## config.mk

```make
export PLATFORM = sky130hd
export DESIGN_NAME = step_pattern_counter
export DESIGN_NICKNAME = d
export VERILOG_FILES = /design/src/rtl/step_cnt_pkg.sv /design/src/rtl/step_phase_gen.sv /design/src/rtl/step_pattern_counter.sv
export SDC_FILE = /design/constraint.sdc
export NUM_CORES = 1
export LEC_CHECK = 0
export CORE_UTILIZATION = 50
export DETAILED_ROUTE_END_ITERATION = 16
export GPL_TIMING_DRIVEN = 0
export PLACE_DENSITY = 0.84
export SYNTH_ARGS = -nofsm -noshare
export SYNTH_HDL_FRONTEND = slang
export SYNTH_SLANG_ARGS = --single-unit
export TNS_END_PERCENT = 100
```

## constraint.sdc

```tcl
create_clock -name clk -period 7.9 [get_ports clk]
set_input_delay 1.58 -clock clk [delete_from_list [all_inputs] [get_ports clk]]
set_output_delay 1.58 -clock clk [all_outputs]
set_load 0.01 [all_outputs]
```

## src/rtl/step_cnt_pkg.sv

```systemverilog
// Shared types, default parameters and helpers for step_pattern_counter.
//
// Contents:
//   dir_e       count direction (DIR_UP / DIR_DOWN)
//   Def*        default widths used by the counter and its phase generator
//   next_phase  phase advance rule for one enabled cycle
package step_cnt_pkg;

  typedef enum logic {
    DIR_UP   = 1'b0,
    DIR_DOWN = 1'b1
  } dir_e;

  localparam int unsigned DefWidth  = 8;
  localparam int unsigned DefStepW  = 4;
  localparam int unsigned DefPhaseW = 2;

  // Period 0 pins the phase at 0; a phase at or beyond the last slot of the
  // period (e.g. after period was lowered) returns to 0.
  function automatic int unsigned next_phase(int unsigned phase, int unsigned period);
    if (period == 0 || phase >= period - 1) begin
      return 0;
    end
    return phase + 1;
  endfunction

endpackage

```

## src/rtl/step_phase_gen.sv

```systemverilog
// Phase register and step selection for step_pattern_counter.
//
// Ports:
//   clk         clock, rising edge
//   rst         synchronous active-high reset (phase -> 0)
//   load        counter load this cycle (phase -> 0), priority over en
//   en          counter advances this cycle
//   clr         counter wraps this cycle; phase returns to 0 instead of advancing
//   period      phases per period, 0 = step_a only
//   step_a      normal step size
//   step_b      step size on the last phase of the period
//   phase       current phase index
//   step        step selected for the current phase
//   phase_last  current phase is the last one of the period
module step_phase_gen
  import step_cnt_pkg::*;
#(
  parameter int unsigned STEP_W  = DefStepW,
  parameter int unsigned PHASE_W = DefPhaseW
) (
  input  logic               clk,
  input  logic               rst,
  input  logic               load,
  input  logic               en,
  input  logic               clr,
  input  logic [PHASE_W-1:0] period,
  input  logic [STEP_W-1:0]  step_a,
  input  logic [STEP_W-1:0]  step_b,
  output logic [PHASE_W-1:0] phase,
  output logic [STEP_W-1:0]  step,
  output logic               phase_last
);

  logic [PHASE_W-1:0] phase_q, phase_d;

  always_comb begin
    phase_last = (period != '0) && (phase_q == period - PHASE_W'(1));
    step       = phase_last ? step_b : step_a;
  end

  always_comb begin
    phase_d = phase_q;
    if (load) begin
      phase_d = '0;
    end else if (en) begin
      phase_d = clr ? '0 : PHASE_W'(next_phase(32'(phase_q), 32'(period)));
    end
  end

  always_ff @(posedge clk) begin
    if (rst) begin
      phase_q <= '0;
    end else begin
      phase_q <= phase_d;
    end
  end

  assign phase = phase_q;

  // The last-phase flag and the step mux must never disagree.
  assert property (@(posedge clk) disable iff (rst) phase_last |-> (step == step_b));

endmodule

```

## src/rtl/step_pattern_counter.sv

```systemverilog
// Programmable-step up/down counter with runtime limit and terminal-count pulse.
// Each enabled cycle the count moves by step_a, or by step_b on the last phase
// of each period, and wraps (or saturates) at 0 / limit.
//
// Optional feature: define STEP_PATTERN_CNT_SAT_EN to add input sat; with sat=1
// the count saturates at the bound instead of wrapping.
//
// Ports:
//   clk       clock, rising edge
//   rst       synchronous active-high reset
//   sat       (STEP_PATTERN_CNT_SAT_EN only) saturate instead of wrap
//   en        advance this cycle
//   load      load load_val this cycle, priority over en
//   load_val  value for load
//   dir       0 = up, 1 = down
//   step_a    normal step size
//   step_b    step size on the last phase of each period
//   period    phases per period, 0 = step_a only
//   limit     inclusive upper bound of the count
//   count     current count
//   phase     current phase index
//   wrap      one-cycle pulse on the cycle the count wraps
module step_pattern_counter
  import step_cnt_pkg::*;
#(
  parameter int unsigned WIDTH   = DefWidth,
  parameter int unsigned STEP_W  = DefStepW,
  parameter int unsigned PHASE_W = DefPhaseW
) (
  input  logic               clk,
  input  logic               rst,
`ifdef STEP_PATTERN_CNT_SAT_EN
  input  logic               sat,
`endif
  input  logic               en,
  input  logic               load,
  input  logic [WIDTH-1:0]   load_val,
  input  logic               dir,
  input  logic [STEP_W-1:0]  step_a,
  input  logic [STEP_W-1:0]  step_b,
  input  logic [PHASE_W-1:0] period,
  input  logic [WIDTH-1:0]   limit,
  output logic [WIDTH-1:0]   count,
  output logic [PHASE_W-1:0] phase,
  output logic               wrap
);

  logic [WIDTH-1:0]  count_q, count_d;
  logic              wrap_q, wrap_d;
  logic [STEP_W-1:0] step;
  logic              phase_last;
  logic [WIDTH:0]    step_ext, sum;
  logic              up_over, down_under;
  logic              hit;
  logic              sat_on;
  logic              phase_clr;
  dir_e              dir_s;

`ifdef STEP_PATTERN_CNT_SAT_EN
  assign sat_on = sat;
`else
  assign sat_on = 1'b0;
`endif

  assign dir_s = dir_e'(dir);

  step_phase_gen #(
    .STEP_W  (STEP_W),
    .PHASE_W (PHASE_W)
  ) u_phase_gen (
    .clk        (clk),
    .rst        (rst),
    .load       (load),
    .en         (en),
    .clr        (phase_clr),
    .period     (period),
    .step_a     (step_a),
    .step_b     (step_b),
    .phase      (phase),
    .step       (step),
    .phase_last (phase_last)
  );

  // One extra bit so the up-sum cannot alias back below limit.
  always_comb begin
    step_ext   = (WIDTH+1)'(step);
    sum        = {1'b0, count_q} + step_ext;
    up_over    = sum > {1'b0, limit};
    down_under = {1'b0, count_q} < step_ext;
  end

  always_comb begin
    count_d = count_q;
    wrap_d  = 1'b0;
    hit     = 1'b0;
    if (load) begin
      count_d = load_val;
    end else if (en) begin
      if (dir_s == DIR_UP) begin
        if (up_over) begin
          hit = 1'b1;
          if (sat_on) begin
            count_d = limit;
            wrap_d  = (count_q != limit);  // pulse only when first reaching the bound
          end else begin
            count_d = '0;
            wrap_d  = 1'b1;
          end
        end else begin
          count_d = sum[WIDTH-1:0];
        end
      end else begin
        if (down_under) begin
          hit = 1'b1;
          if (sat_on) begin
            count_d = '0;
            wrap_d  = (count_q != '0);
          end else begin
            count_d = limit;
            wrap_d  = 1'b1;
          end
        end else begin
          count_d = count_q - step_ext[WIDTH-1:0];
        end
      end
    end
  end

  // Saturation keeps the phase sequence running; a true wrap restarts it.
  assign phase_clr = hit & ~sat_on;

  always_ff @(posedge clk) begin
    if (rst) begin
      count_q <= '0;
      wrap_q  <= 1'b0;
    end else begin
      count_q <= count_d;
      wrap_q  <= wrap_d;
    end
  end

  assign count = count_q;
  assign wrap  = wrap_q;

endmodule

```

==> reports/results.ini <==
[floorplan]
initial_core_util_pct=52.6
die_x_um=55.9
die_y_um=55.9
die_area_um2=3120
core-area_um2=2760
io_pins=42
placementRows=19

[global_routing]
grt_pass1_vias=1360
grt_pass1_wl_um=6070
overflow=0
gr-usage-all-layers_pct=24.2
grt_antenna_before_repair=0
grt_max_degree=11

[synth]
yosysMostFrequentCell=inv_1
synthFlopType=dfxtp_1
yosys.area.top_type=ha_1
synthTopCellsByArea=ha_1, dfxtp_1, a21oi_1
synth_async_sr_flop_share_pct=0
postSynthAreaPerCell_um2=7.60
yosys.cell_types.count=42
synthCells=191
syn-cell-area_um2=1450
synthTopCellsByCount=inv_1, a21oi_1, ha_1, nor2_1
syn-num-nets=245
ys_seq_area_share_pct=15.2
synth_warnings=0
yosys_register_bits=11
synth_edf_count=0
synth_top_area_share_pct=18.1

[timing]
hold_violations=0
final.period_utilization_pct=79.0
rsz0062_at_grt=false
max_slew_margin_pct=64.9
setup_tns_ns=0
finClkSkew_ns=0.000849
worst_pin_slew_ns=0.527
fin_ws_ns=1.66
fmax_mhz=160
finalCriticalPeriod_ns=6.24
final-setup-viol-count=0
timing.hold.ws_ns=0.514
slew_viol_final=0

[drt]
via_count=1525
dr.pass1.iters=4
wl_um=3610
viasPerCell=5.75
routedWlPerCell_um=13.6
drc_errors=0
drtAntennaViolNets=0
dr.first_iter.drc_count=69

[outcome]
outcome=completed

[clock_network]
cts_max_level=1
cts_sinks=11
clk_pin_slew_ns=0.09
clk_latency_ns=0.29
ctsHoldBuffers=0
clockRootBuffer=clkbuf_4
cts_buffer_depth=2
ctsResizeCount=0
cts_tree=done
postCtsSetupRepairBufs=0
cts-buffers-inserted=3

[setup_path]
r2r-end=count[1]
reg2reg_depth=18
crit_arrival_ns=6.45
worstSetupEndpoint=count[1]
required_ns=8.11
worstSetupStartpoint=period[0]
end_kind=register
reg2reg_from=u_phase_gen.phase[0]
regToRegSetupSlack_ns=3.31
crit_type=input port to register
critPathMaxFanout=10
worst_setup_path_start_kind=input port

[cells_and_area]
drive_above_1_share_pct=4.27
finalNonFillerCells=265
antenna_cells=0
fin_nets=289
syn_to_final_growth_pct=31.4
final_util_pct=69.1

[place]
dp_cells=261
gp_congestion=0.876
place_ws_ns=1.37
portBuffers=39
dp_hpwl_um=2780

[pwr]
ir_worst_vdd_mv=0.110
p_leak_nw=0.827
power.density_nw_per_um2=136

[hold_path]
hold_class=register to register
hold_depth=2

[flow_run]
maxCapViolCount=0

-- worst max-delay path: stages --
cell	delay (ns)
clkdlybuf4s50_1	0.45
inv_1	0.07
ha_1	0.29
ha_1	0.30
nand3b_1	0.20
mux2_2	0.31
ha_1	0.16
inv_1	0.06
fa_1	0.41
o21ai_0	0.40
nand3_1	0.15
xnor2_1	0.25
ha_1	0.29
a21o_1	0.16
a21oi_1	0.21
a22oi_1	0.12
a221oi_1	0.37
buf_2	0.31
a22oi_1	0.12
a211oi_1	0.24
-- layout make-up --
class / count / area (um^2)
Sequential cell: 11 / 220
Buffer: 11 / 57.6
Timing Repair Buffer: 39 / 390
Multi-Input combinational cell: 146 / 1090
Inverter: 23 / 86.3
Fill cell: 243 / 851
Clock buffer: 4 / 26.3
Tap cell: 31 / 38.8
-- per-layer routing --
layer	part of all wire (%)	GRT usage [%]	vias to the layer above
li1	-	-	768
met1	47	32.9	691
met2	45	39.4	61
met3	7.2	3.49	5
met4	1.3	8.36	0
met5	0	0	-
-- worst min-delay path by stage --
stage | startpoint | slack [ns] | to
after floorplan | u_phase_gen.phase[1] | 0.51 | u_phase_gen.phase[1]
after global routing | u_phase_gen.phase[0] | 0.55 | u_phase_gen.phase[0]
after global placement | u_phase_gen.phase[0] | 0.49 | u_phase_gen.phase[0]
after detailed placement | u_phase_gen.phase[0] | 0.51 | u_phase_gen.phase[0]
after CTS | u_phase_gen.phase[0] | 0.52 | u_phase_gen.phase[0]
final | u_phase_gen.phase[0] | 0.51 | u_phase_gen.phase[0]
-- stage by stage --
stage	area (um^2)	power, W
final	1910	0.000259
after global routing	1910	0.000279
after CTS	1910	0.000257
after detailed placement	1880	0.000214
after global placement	1880	0.000213
after floorplan	1450	0.000169
-- report_power, final --
group / internal [W] / leakage, nW / switching, W
combinational: 0.0000728 / 0.722 / 0.0000753
clock: 0.0000197 / 0.0150 / 0.0000248
sequential: 0.0000600 / 0.0905 / 0.00000649
total: 0.000152 / 0.827 / 0.000107
-- state kept, by name (all words and copies together) (netlist names) --
name and cells:
wrap 1, count 8, u_phase_gen.phase 2
-- kinds of logic after synthesis --
| kind of cell | synth area share (%) |
|---|---|
| flops | 15.2 |
| xor+xnor | 6.03 |
| simple gates | 15.4 |
| buf+inv | 9.91 |
| fa+ha+maj | 20.9 |
| mux | 5.26 |
| compound gates | 27.3 |
-- cell usage in the layout (no fill, tap or decap), types with 3 or more instances in the layout --
cell / instances
o21bai_1: 3
ha_1: 21
a21oi_1: 21
xor2_1: 4
a221oi_1: 3
o211ai_1: 3
mux2_2: 4
nand2_1: 11
a211oi_1: 4
o31ai_1: 4
xnor2_1: 6
nand2b_1: 3
nand3_1: 3
clkbuf_4: 3
inv_1: 23
clkdlybuf4s50_1: 39
dfxtp_1: 11
o21ai_0: 5
nor2_1: 12
a31oi_1: 3
nor3_1: 5
a21o_1: 3
clkbuf_1: 8
Note: power is estimated with default switching activity, not from simulation.
